$ cat config.mk
export PLATFORM = sky130hd
export DESIGN_NAME = sna_vc_arbiter_flat
export DESIGN_NICKNAME = d
export VERILOG_FILES = /design/src/rtl/sna_pkg.sv /design/src/rtl/sna_vc_arbiter_if.sv /design/src/rtl/sna_rr_arbiter.sv /design/src/rtl/sna_vc_arbiter.sv /design/src/flat_wrapper.sv
export SDC_FILE = /design/constraint.sdc
export NUM_CORES = 1
export LEC_CHECK = 0
export ABC_AREA = 1
export CELL_PAD_IN_SITES_DETAIL_PLACEMENT = 1
export CELL_PAD_IN_SITES_GLOBAL_PLACEMENT = 2
export CORE_ASPECT_RATIO = 0.7
export CORE_MARGIN = 2
export CORE_UTILIZATION = 17
export CTS_CLUSTER_SIZE = 12
export DETAILED_ROUTE_END_ITERATION = 10
export PLACE_DENSITY_LB_ADDON = 0.1
export SYNTH_ARGS = -nofsm -noshare
export SYNTH_HDL_FRONTEND = slang
export SYNTH_SLANG_ARGS = --single-unit
export TNS_END_PERCENT = 100
$ cat constraint.sdc
create_clock -name clk -period 5.9 [get_ports clk]
set_clock_uncertainty 0.2 [all_clocks]
set_input_delay 0.885 -clock clk [delete_from_list [all_inputs] [get_ports clk]]
set_output_delay 0.885 -clock clk [all_outputs]
set_load 0.03 [all_outputs]
$ cat src/rtl/sna_pkg.sv
// Shared SNA request-path definitions: defaults, packet lengths, FSM encoding
// and the header command-bit position used by the VC buffers and the transmitter.
package sna_pkg;

    localparam int NUM_VC_DEF = 8;
    localparam int FLIT_W_DEF = 32;

    localparam int WR_FLITS = 3;
    localparam int RD_FLITS = 2;

    // Bit of the header flit carrying the command (1 = write, 0 = read)
    localparam int HDR_CMD_BIT = FLIT_W_DEF - 1;

    localparam logic [0:0] ST_IDLE = 1'b0;
    localparam logic [0:0] ST_BUSY = 1'b1;

    function automatic logic [1:0] flit_target(input logic is_write);
        return is_write ? 2'(WR_FLITS) : 2'(RD_FLITS);
    endfunction

endpackage

$ cat src/rtl/sna_vc_arbiter_if.sv
// Flit stream from the VC arbiter to the SNA request transmitter.
// master = arbiter (drives the flit), slave = transmitter (drives tx_ready).
interface sna_vc_arbiter_if
    import sna_pkg::*;
#(
    parameter int NUM_VC = NUM_VC_DEF,
    parameter int FLIT_W = FLIT_W_DEF
);
    localparam int VC_W = (NUM_VC > 1) ? $clog2(NUM_VC) : 1;

    logic              tx_valid;
    logic              tx_ready;
    logic [FLIT_W-1:0] tx_flit;
    logic              tx_head;
    logic              tx_last;
    logic [VC_W-1:0]   tx_vc;

    modport master (
        output tx_valid,
        output tx_flit,
        output tx_head,
        output tx_last,
        output tx_vc,
        input  tx_ready
    );

    modport slave (
        input  tx_valid,
        input  tx_flit,
        input  tx_head,
        input  tx_last,
        input  tx_vc,
        output tx_ready
    );

endinterface

$ cat src/rtl/sna_rr_arbiter.sv
// Combinational round-robin picker: search starts at ptr+1, wraps modulo NUM_VC,
// and the first requesting VC wins.
module sna_rr_arbiter #(
    parameter int  NUM_VC = 8,
    localparam int VC_W   = (NUM_VC > 1) ? $clog2(NUM_VC) : 1
) (
    input  logic [NUM_VC-1:0] req,
    input  logic [VC_W-1:0]   ptr,
    output logic [NUM_VC-1:0] gnt,
    output logic [VC_W-1:0]   idx,
    output logic              any_gnt
);

    logic [VC_W-1:0] pos;

    // NOTE: every output gets a default before the loop so no latch can be inferred.
    always_comb begin
        gnt     = '0;
        idx     = '0;
        any_gnt = 1'b0;
        pos     = '0;
        // Scan farthest-first so the nearest requester after ptr is the final write.
        for (int k = NUM_VC; k >= 1; k--) begin
            pos = VC_W'((int'(ptr) + k) % NUM_VC);
            if (req[pos]) begin
                gnt      = '0;
                gnt[pos] = 1'b1;
                idx      = pos;
                any_gnt  = 1'b1;
            end
        end
    end

endmodule

$ cat src/rtl/sna_vc_arbiter.sv
// Packet-level round-robin VC arbiter for the SNA request path: holds the grant
// for a whole packet and caps transactions in flight at MAX_OUTST.
module sna_vc_arbiter
    import sna_pkg::*;
#(
    parameter int  NUM_VC    = NUM_VC_DEF,
    parameter int  FLIT_W    = FLIT_W_DEF,
    parameter int  MAX_OUTST = 4,
    localparam int VC_W      = (NUM_VC > 1) ? $clog2(NUM_VC) : 1,
    localparam int CNT_W     = $clog2(MAX_OUTST) + 1
) (
    input  logic                     clk,
    input  logic                     rst,
    input  logic [NUM_VC-1:0]        vc_valid,
    input  logic [NUM_VC-1:0]        vc_head,
    input  logic [NUM_VC-1:0]        vc_write,
    input  logic [NUM_VC*FLIT_W-1:0] vc_flit,
    output logic [NUM_VC-1:0]        vc_pop,
    sna_vc_arbiter_if.master         tx,
    input  logic                     rsp_done,
    output logic [CNT_W-1:0]         outst_cnt,
    output logic                     busy,
    output logic                     err_underflow
);

    logic [0:0]        state;
    logic [VC_W-1:0]   grant;
    logic [NUM_VC-1:0] grant_oh;
    logic [VC_W-1:0]   rr_ptr;
    logic [1:0]        flit_cnt;
    logic [1:0]        flit_tgt;

    logic [NUM_VC-1:0] eligible;
    logic [NUM_VC-1:0] pick_oh;
    logic [VC_W-1:0]   pick_idx;
    logic              pick_any;
    logic              arb_open;
    logic              xfer;
    logic              last_xfer;
    logic [FLIT_W-1:0] flit_arr [NUM_VC];

    for (genvar i = 0; i < NUM_VC; i++) begin : g_flit
        assign flit_arr[i] = vc_flit[i*FLIT_W +: FLIT_W];
    end

    // Only a buffer presenting a header may start a packet.
    assign eligible = vc_valid & vc_head;

    sna_rr_arbiter #(.NUM_VC(NUM_VC)) u_rr (
        .req     (eligible),
        .ptr     (rr_ptr),
        .gnt     (pick_oh),
        .idx     (pick_idx),
        .any_gnt (pick_any)
    );

    assign busy     = (state == ST_BUSY);
    assign arb_open = (state == ST_IDLE) && (outst_cnt < CNT_W'(MAX_OUTST));

    assign tx.tx_valid = busy & vc_valid[grant];
    assign tx.tx_flit  = busy ? flit_arr[grant] : '0;
    assign tx.tx_head  = busy && (flit_cnt == 2'd0);
    assign tx.tx_last  = busy && (flit_cnt == flit_tgt - 2'd1);
    assign tx.tx_vc    = grant;

    assign xfer      = tx.tx_valid & tx.tx_ready;
    assign last_xfer = xfer & tx.tx_last;
    assign vc_pop    = xfer ? grant_oh : '0;

    // NOTE: registers use non-blocking assignments so each one samples pre-edge values.
    always_ff @(posedge clk) begin
        if (rst) begin
            state    <= ST_IDLE;
            grant    <= '0;
            grant_oh <= '0;
            rr_ptr   <= VC_W'(NUM_VC - 1);
            flit_cnt <= '0;
            flit_tgt <= '0;
        end else if (state == ST_IDLE) begin
            if (arb_open && pick_any) begin
                grant    <= pick_idx;
                grant_oh <= pick_oh;
                flit_tgt <= flit_target(vc_write[pick_idx]);
                flit_cnt <= '0;
                state    <= ST_BUSY;
            end
        end else if (xfer) begin
            flit_cnt <= flit_cnt + 2'd1;
            if (tx.tx_last) begin
                rr_ptr <= grant;
                state  <= ST_IDLE;
            end
        end
    end

    // A completion and a new last flit in the same cycle cancel out.
    always_ff @(posedge clk) begin
        if (rst) begin
            outst_cnt     <= '0;
            err_underflow <= 1'b0;
        end else if (last_xfer && !rsp_done) begin
            outst_cnt <= outst_cnt + CNT_W'(1);
        end else if (rsp_done && !last_xfer) begin
            if (outst_cnt == '0) begin
                err_underflow <= 1'b1;
            end else begin
                outst_cnt <= outst_cnt - CNT_W'(1);
            end
        end
    end

endmodule

$ cat src/flat_wrapper.sv
// flat-port wrapper written by rule: the top's interface ports become plain ports
module sna_vc_arbiter_flat import sna_pkg::*;
#(
    parameter int  NUM_VC    = NUM_VC_DEF,
    parameter int  FLIT_W    = FLIT_W_DEF,
    parameter int  MAX_OUTST = 4,
    localparam int VC_W      = (NUM_VC > 1) ? $clog2(NUM_VC) : 1,
    localparam int CNT_W     = $clog2(MAX_OUTST) + 1
)
  (clk, rst, vc_valid, vc_head, vc_write, vc_flit, vc_pop, rsp_done, outst_cnt, busy, err_underflow, tx_tx_valid, tx_tx_flit, tx_tx_head, tx_tx_last, tx_tx_vc, tx_tx_ready);
  sna_vc_arbiter_if #(.NUM_VC(NUM_VC), .FLIT_W(FLIT_W)) tx_i ();
  input  logic clk;
  input  logic rst;
  input  logic [NUM_VC-1:0] vc_valid;
  input  logic [NUM_VC-1:0] vc_head;
  input  logic [NUM_VC-1:0] vc_write;
  input  logic [NUM_VC*FLIT_W-1:0] vc_flit;
  output logic [NUM_VC-1:0] vc_pop;
  input  logic rsp_done;
  output logic [CNT_W-1:0] outst_cnt;
  output logic busy;
  output logic err_underflow;
  output wire logic [$bits(tx_i.tx_valid)-1:0] tx_tx_valid;
  output wire logic [$bits(tx_i.tx_flit)-1:0] tx_tx_flit;
  output wire logic [$bits(tx_i.tx_head)-1:0] tx_tx_head;
  output wire logic [$bits(tx_i.tx_last)-1:0] tx_tx_last;
  output wire logic [$bits(tx_i.tx_vc)-1:0] tx_tx_vc;
  input wire logic [$bits(tx_i.tx_ready)-1:0] tx_tx_ready;
  assign tx_tx_valid = tx_i.tx_valid;
  assign tx_tx_flit = tx_i.tx_flit;
  assign tx_tx_head = tx_i.tx_head;
  assign tx_tx_last = tx_i.tx_last;
  assign tx_tx_vc = tx_i.tx_vc;
  assign tx_i.tx_ready = tx_tx_ready;
  sna_vc_arbiter #(.NUM_VC(NUM_VC), .FLIT_W(FLIT_W), .MAX_OUTST(MAX_OUTST)) u_core (.clk(clk), .rst(rst), .vc_valid(vc_valid), .vc_head(vc_head), .vc_write(vc_write), .vc_flit(vc_flit), .vc_pop(vc_pop), .tx(tx_i), .rsp_done(rsp_done), .outst_cnt(outst_cnt), .busy(busy), .err_underflow(err_underflow));
endmodule
==> results.py <==
metrics = {
    "worst_hold_path": {
        "hold_end": "u_core.err_underflow",
        "hp-class": "reg -> reg",
        "hold_path_depth": 2,
        "min_from": "u_core.err_underflow",
    },
    "floorplan": {
        "initial_core_util_pct": 17.3,
        "core_area_sq_mm": 0.0278,
        "die_width_um": 205,
        "design.portCount": 335,
        "rows": 51,
        "fp.dieH_um": 145,
        "fp.dieArea_sq_mm": 0.0297,
    },
    "route": {
        "wl_per_cell_um": 20.1,
        "avgViaCountPerCell": 4.67,
        "vias": 7309,
        "route.detailed.drc": 0,
        "firstDrtPassIters": 4,
        "routed_wl_um": 31500,
        "drtAntennaViolNets": 0,
        "drtIter0Drc": 376,
    },
    "cells_and_area": {
        "area_growth_pct": 76.1,
        "fin_util_pct": 30.5,
        "drive_gt1_share_pct": 6.47,
        "nets": 1485,
    },
    "worst_setup_path": {
        "crit_type": "in -> out",
        "worstPathArrival_ns": 3.50,
        "crit_path_end_kind": "output pin",
        "cpMaxStageDelayCell": "clkdlybuf4s50_1",
        "r2r-end": "u_core.outst_cnt[2]",
        "r2r_cells": 16,
        "cp-startpoint": "vc_valid[7]",
        "start_kind": "input pin",
        "crit_chain": "clkdlybuf4s50_1 > nor2_1 > o22ai_1 > o21ai_0 > a31oi_1 > nand2_1 > nor2_1 > clkdlybuf4s50_1",
        "path_max_fanout": 11,
        "rrSetupSlack_ns": 1.62,
        "required_ns": 4.82,
        "critPathMaxStageDelay_ns": 0.68,
        "timing.rr.start": "u_core.tx.tx_vc[0]",
    },
    "clock_network": {
        "clk_path_buf_depth": 2,
        "post_cts_resized": 0,
        "cts_hold_buffers": 0,
        "cts_setup_buffers": 0,
        "htree_levels": 1,
        "cts-root-buf": "clkbuf_16",
        "clock-sinks": 23,
        "clkLatencyLatePin_ns": 0.26,
        "cts_tree": "built",
        "cts_buffers": 3,
        "clk_pin_slew_ns": 0.06,
    },
    "global_route": {
        "grt_max_degree": 102,
        "grt_util_all_layers_pct": 20.5,
        "grt-ovfl-total": 0,
        "grt_pass1_vias": 7249,
        "antenna_found_initial": 8,
        "grt_pass1_wl_um": 46400,
    },
    "run": {
        "max-cap-violations": 0,
    },
    "sta": {
        "slew_viol_final": 0,
        "max_slew_margin_pct": 29.9,
        "worst_slew_pin_slew_ns": 1.05,
        "setup_viol": 0,
        "setup_tns_ns": 0,
        "fin_ws_ns": 1.31,
        "finalHoldViolations": 0,
        "min_period_ns": 4.59,
        "rsz0062_at_grt": "false",
        "fmax_ghz": 0.218,
        "fin_crit_sh_pct": 77.8,
    },
    "yosys": {
        "synthAdderAreaFrac_pct": 2.75,
        "yosys.area_share.simple_pct": 38.4,
        "ys_seq_elements": 23,
        "synth_top_family_by_area": "simple AND/OR/NAND/NOR gates",
        "synth_compound_area_share_pct": 37.8,
        "yosysUniqueCellTypes": 32,
        "yosysWarningCount": 0,
        "avgSynthCellArea_sq_um": 5.26,
        "netlist_instances": 915,
        "yosysSeqAreaShare_pct": 9.56,
        "syn_area_sq_mm": 0.00482,
        "synthMuxAreaShare_pct": 0,
        "synth_xor_area_share_pct": 0.545,
        "synth.net_count": 1209,
    },
    "outcome": {
        "status": "finished, final reports clean",
    },
    "power_and_ir_drop": {
        "power_w": 0.00286,
        "p_leak_nw": 3.22,
        "power.density_mw_per_mm2": 337,
        "vdd_drop_max_uv": 158,
    },
    "placement": {
        "portBuffers": 334,
        "gp_congestion": 0.841,
        "post-dp-hpwl_um": 24700,
        "pre_cts_ws_ns": 1.22,
    },
}
-- final cells by class --
cell class	instances	area, sq um
antenna	4	10.0
clock buffer	4	78.8
fill	3597	19300
inverter	51	200
multi-input combinational	766	3830
sequential	23	467
tap	371	464
timing repair buffer	346	3430
-- cell usage in the layout, fill, tap and decap left out, types with 5 or more instances in the layout --
cell type	synthesis	final
nor2_1	220	220
a21oi_1	54	54
nand3_2	20	20
ha_1	9	9
a31oi_1	35	35
o22ai_1	33	33
inv_1	43	40
nand2_1	104	104
nor3_1	13	13
nand4_1	5	5
buf_4	1	12
a21oi_2	10	10
inv_2	5	7
o21ai_1	7	7
dfxtp_1	23	20
o211ai_1	9	9
clkdlybuf4s50_1	0	334
nand2_2	11	11
o21ai_0	187	187
nand3_1	37	37
-- worst max-delay path by stage --
stage,end,slack [ns],cells after the start
6_report,vc_pop[6],1.31,8
5_1_grt,vc_pop[6],1.0,8
4_1_cts,vc_pop[1],1.26,8
3_5_place_dp,u_core.outst_cnt[2],1.22,16
3_3_place_gp,vc_pop[3],1.31,8
2_1_floorplan,vc_pop[0],2.32,7
-- state kept, by name, indices dropped and copies added, names as in the netlist --
signal / cells
u_core.grant_oh: 8
u_core.tx.tx_vc: 3
u_core.outst_cnt: 3
u_core.rr_ptr: 3
u_core.busy: 1
u_core.flit_cnt: 2
u_core.err_underflow: 1
u_core.flit_tgt: 2
-- kinds of logic after synthesis --
family	after synthesis
flops	23
simple gates	418
xor+xnor	3
buf+inv	126
fa+ha+maj	10
compound gates	335
-- Yosys cell counts --
master	n	share of area (%)
a21oi_1	54	5.6
a21oi_2	10	1.8
a31oi_1	35	4.5
buf_1	6	0.47
buf_2	9	0.93
buf_4	1	0.16
buf_6	4	0.93
clkbuf_1	55	4.3
dfxtp_1	23	9.6
fa_1	1	0.42
ha_1	9	2.3
inv_1	43	3.4
inv_2	5	0.39
inv_4	3	0.39
nand2_1	104	8.1
nand2_2	11	1.4
nand2_4	4	0.93
nand3_1	37	3.8
nand3_2	20	4.2
nand4_1	5	0.65
nor2_1	220	17
nor2_2	1	0.13
nor3_1	13	1.4
nor3_2	1	0.21
nor3_4	1	0.34
nor4_1	1	0.13
o211ai_1	9	1.4
o21ai_0	187	19
o21ai_1	7	0.73
o22ai_1	33	4.3
xnor2_1	2	0.36
xor2_1	1	0.18
-- critical path: cells and delay by family --
family / cells / cell delay, ns
compound gates: 3 / 0.76
buf+inv: 2 / 1.20
simple gates: 3 / 0.64
-- stage by stage --
step                hold slack, ns  cells  area [sq um]
finish                       0.257   1565          8480
global route                 0.297   1565          8480
CTS                          0.264   1561          8470
detailed placement           0.255   1557          8400
global placement             0.243   1557          8400
floorplan                    0.261    915          4820
-- power breakdown --
group / leakage, nW / internal (W) / total [W] / switching [W]
logic: 2.99 / 0.000875 / 0.00241 / 0.00154
registers: 0.191 / 0.000215 / 0.000300 / 0.0000849
clock network: 0.0382 / 0.0000923 / 0.000150 / 0.0000577
total: 3.22 / 0.00118 / 0.00286 / 0.00168
-- layer usage --
layer	vias to the layer above	share of wire [%]	global-route usage, %
li1	3686	-	-
met1	3386	47	27.2
met2	209	45	35.0
met3	20	6.9	4.50
met4	8	0.76	2.16
met5	-	0.16	0
Note: power is estimated with default switching activity, not from simulation.
==> edit: new RTL, same flow settings <==
`MAX_OUTST` is set to 4 in 2 places; all go to 8.
--- a/src/rtl/sna_vc_arbiter.sv
+++ b/src/rtl/sna_vc_arbiter.sv
@@ -7,3 +7,3 @@
     parameter int  FLIT_W    = FLIT_W_DEF,
-    parameter int  MAX_OUTST = 4,
+    parameter int  MAX_OUTST = 8,
     localparam int VC_W      = (NUM_VC > 1) ? $clog2(NUM_VC) : 1,
--- a/src/flat_wrapper.sv
+++ b/src/flat_wrapper.sv
@@ -5,3 +5,3 @@
     parameter int  FLIT_W    = FLIT_W_DEF,
-    parameter int  MAX_OUTST = 4,
+    parameter int  MAX_OUTST = 8,
     localparam int VC_W      = (NUM_VC > 1) ? $clog2(NUM_VC) : 1,
Interface: changed (resized outst_cnt); port bits go from 335 to 336. No check against the original RTL was run, so the function may have changed too.
==> edit against the original RTL <==
Sequential cell count is 1 higher. Routed wire length grew 0.11%. Design area increased by 0.93%. Area after synthesis is 0.29% higher. Sequential share of layout area up 0.18 points. Count of clock-buffer cells in the layout is the same. Hold slack better by 0.00080 ns. Worst setup slack better by 0.061 ns. Power is 10% higher.
==> edit: results (changes against the original RTL) <==
[synthesis]
synthAdderAreaFrac_pct = 3.263  ; +0.51 points
synth_xor_area_share_pct = 0.6993  ; +0.15 points
yosys-top-cells-count = nor2_1 (219), o21ai_0 (192), nand2_1 (109)
avgSynthCellArea_um2 = 5.211  ; -1.0%
synth_area_leaders = o21ai_0 (20%), nor2_1 (17%), dfxtp_1 (9.9%)
synth_compound_area_share_pct = 38.23  ; +0.41 points
synthesis.nets = 1223  ; +1.2%
yosys.cell_types.count = 38  ; +19%

[layout]
fillers = 3574  ; -0.64%
final_cells = 1585  ; +1.3%
nets = 1505  ; +1.3%

[global_route]
grt_usage_pct = 20.38  ; -0.076 points
met1_usage_pct = 28.35  ; +1.2 points
met3_usage_pct = 4.133  ; -0.37 points
grt_pass1_wl_um = 47320  ; +2.0%
groute.layer.met2.usage_pct = 33.30  ; -1.7 points
grt_pass1_vias = 7509  ; +3.6%

[place]
dpl-instance-area_mm2 = 0.008448  ; +0.63%
port_buffers = 335  ; +0.30%
hpwl_um = 24340  ; -1.5%

[worst_setup_path]
arrival_ns = 3.44  ; -0.06 ns

[routing]
wirelength_um = 31510  ; +0.11%
top_layer_used = met4
drt_iter0_markers = 402  ; +6.9%
wl_met3_um = 2124  ; -1.9%
firstDrtPassIters = 5  ; +1
wl_met1_um = 14950  ; +1.2%
avgViaCountPerCell = 4.674  ; about the same

[outcome]
outcome = completed

[timing]
max_slew_margin_pct = 46.49  ; +17 points

[power]
power_leakage_nw = 3.271  ; +1.7%

edit: cell types whose count changed in the layout (fill, tap and decap cells not counted), moves of 3 or more:
cell     before  now
nand3_1      37   59
nand3_2      20    6
a21oi_1      54   46
nand2_1     104  109
o21ai_0     187  192
nand2_2      11    7
nand4_1       5    1
nor3_1       13   17
buf_4        12   15
edit: final cells by class:
type | count | share of cell area, %
flip-flops and latches | 24 | 5.684
diodes | 6 | 0.1753
repair buffers | 350 | 40.47
inverters | 56 | 2.586
well taps | 371 | 5.421
multi-input cells | 774 | 44.49
clock buffers | 4 | 1.169
edit: kinds of logic (layout without fill, tap and decap cells):
kind of cell / Yosys count / count (layout)
simple gates: 423 / 423
compound gates: 336 / 336
buf+inv: 129 / 410
flops: 24 / 24
fa+ha+maj: 12 / 12
xor+xnor: 3 / 3
other cells: 0 / 6
edit: final timing paths:
check                                            end  slack (ns)  depth (start not counted)                  from
worst max-delay path                       vc_pop[6]        1.37                          8           vc_valid[6]
worst min-delay path            u_core.err_underflow        0.26                          2  u_core.err_underflow
worst max register to register   u_core.outst_cnt[3]        1.66                         17    u_core.tx.tx_vc[1]
worst min register to register  u_core.err_underflow        0.26                          2  u_core.err_underflow
edit: critical path: stages:
cell,delay [ns]
clkdlybuf4s50_1,0.49
o21ai_0,0.08
o22ai_1,0.24
o21ai_0,0.11
a31oi_1,0.37
nand2_1,0.38
nor2_1,0.18
clkdlybuf4s50_1,0.69
edit: power breakdown:
part | switching (mW) | total (mW) | leakage, nW | internal (mW)
combinational | 1.66 | 2.62 | 3.02 | 0.952
clock | 0.0660 | 0.184 | 0.0493 | 0.118
sequential | 0.122 | 0.352 | 0.199 | 0.230
total | 1.85 | 3.15 | 3.27 | 1.30
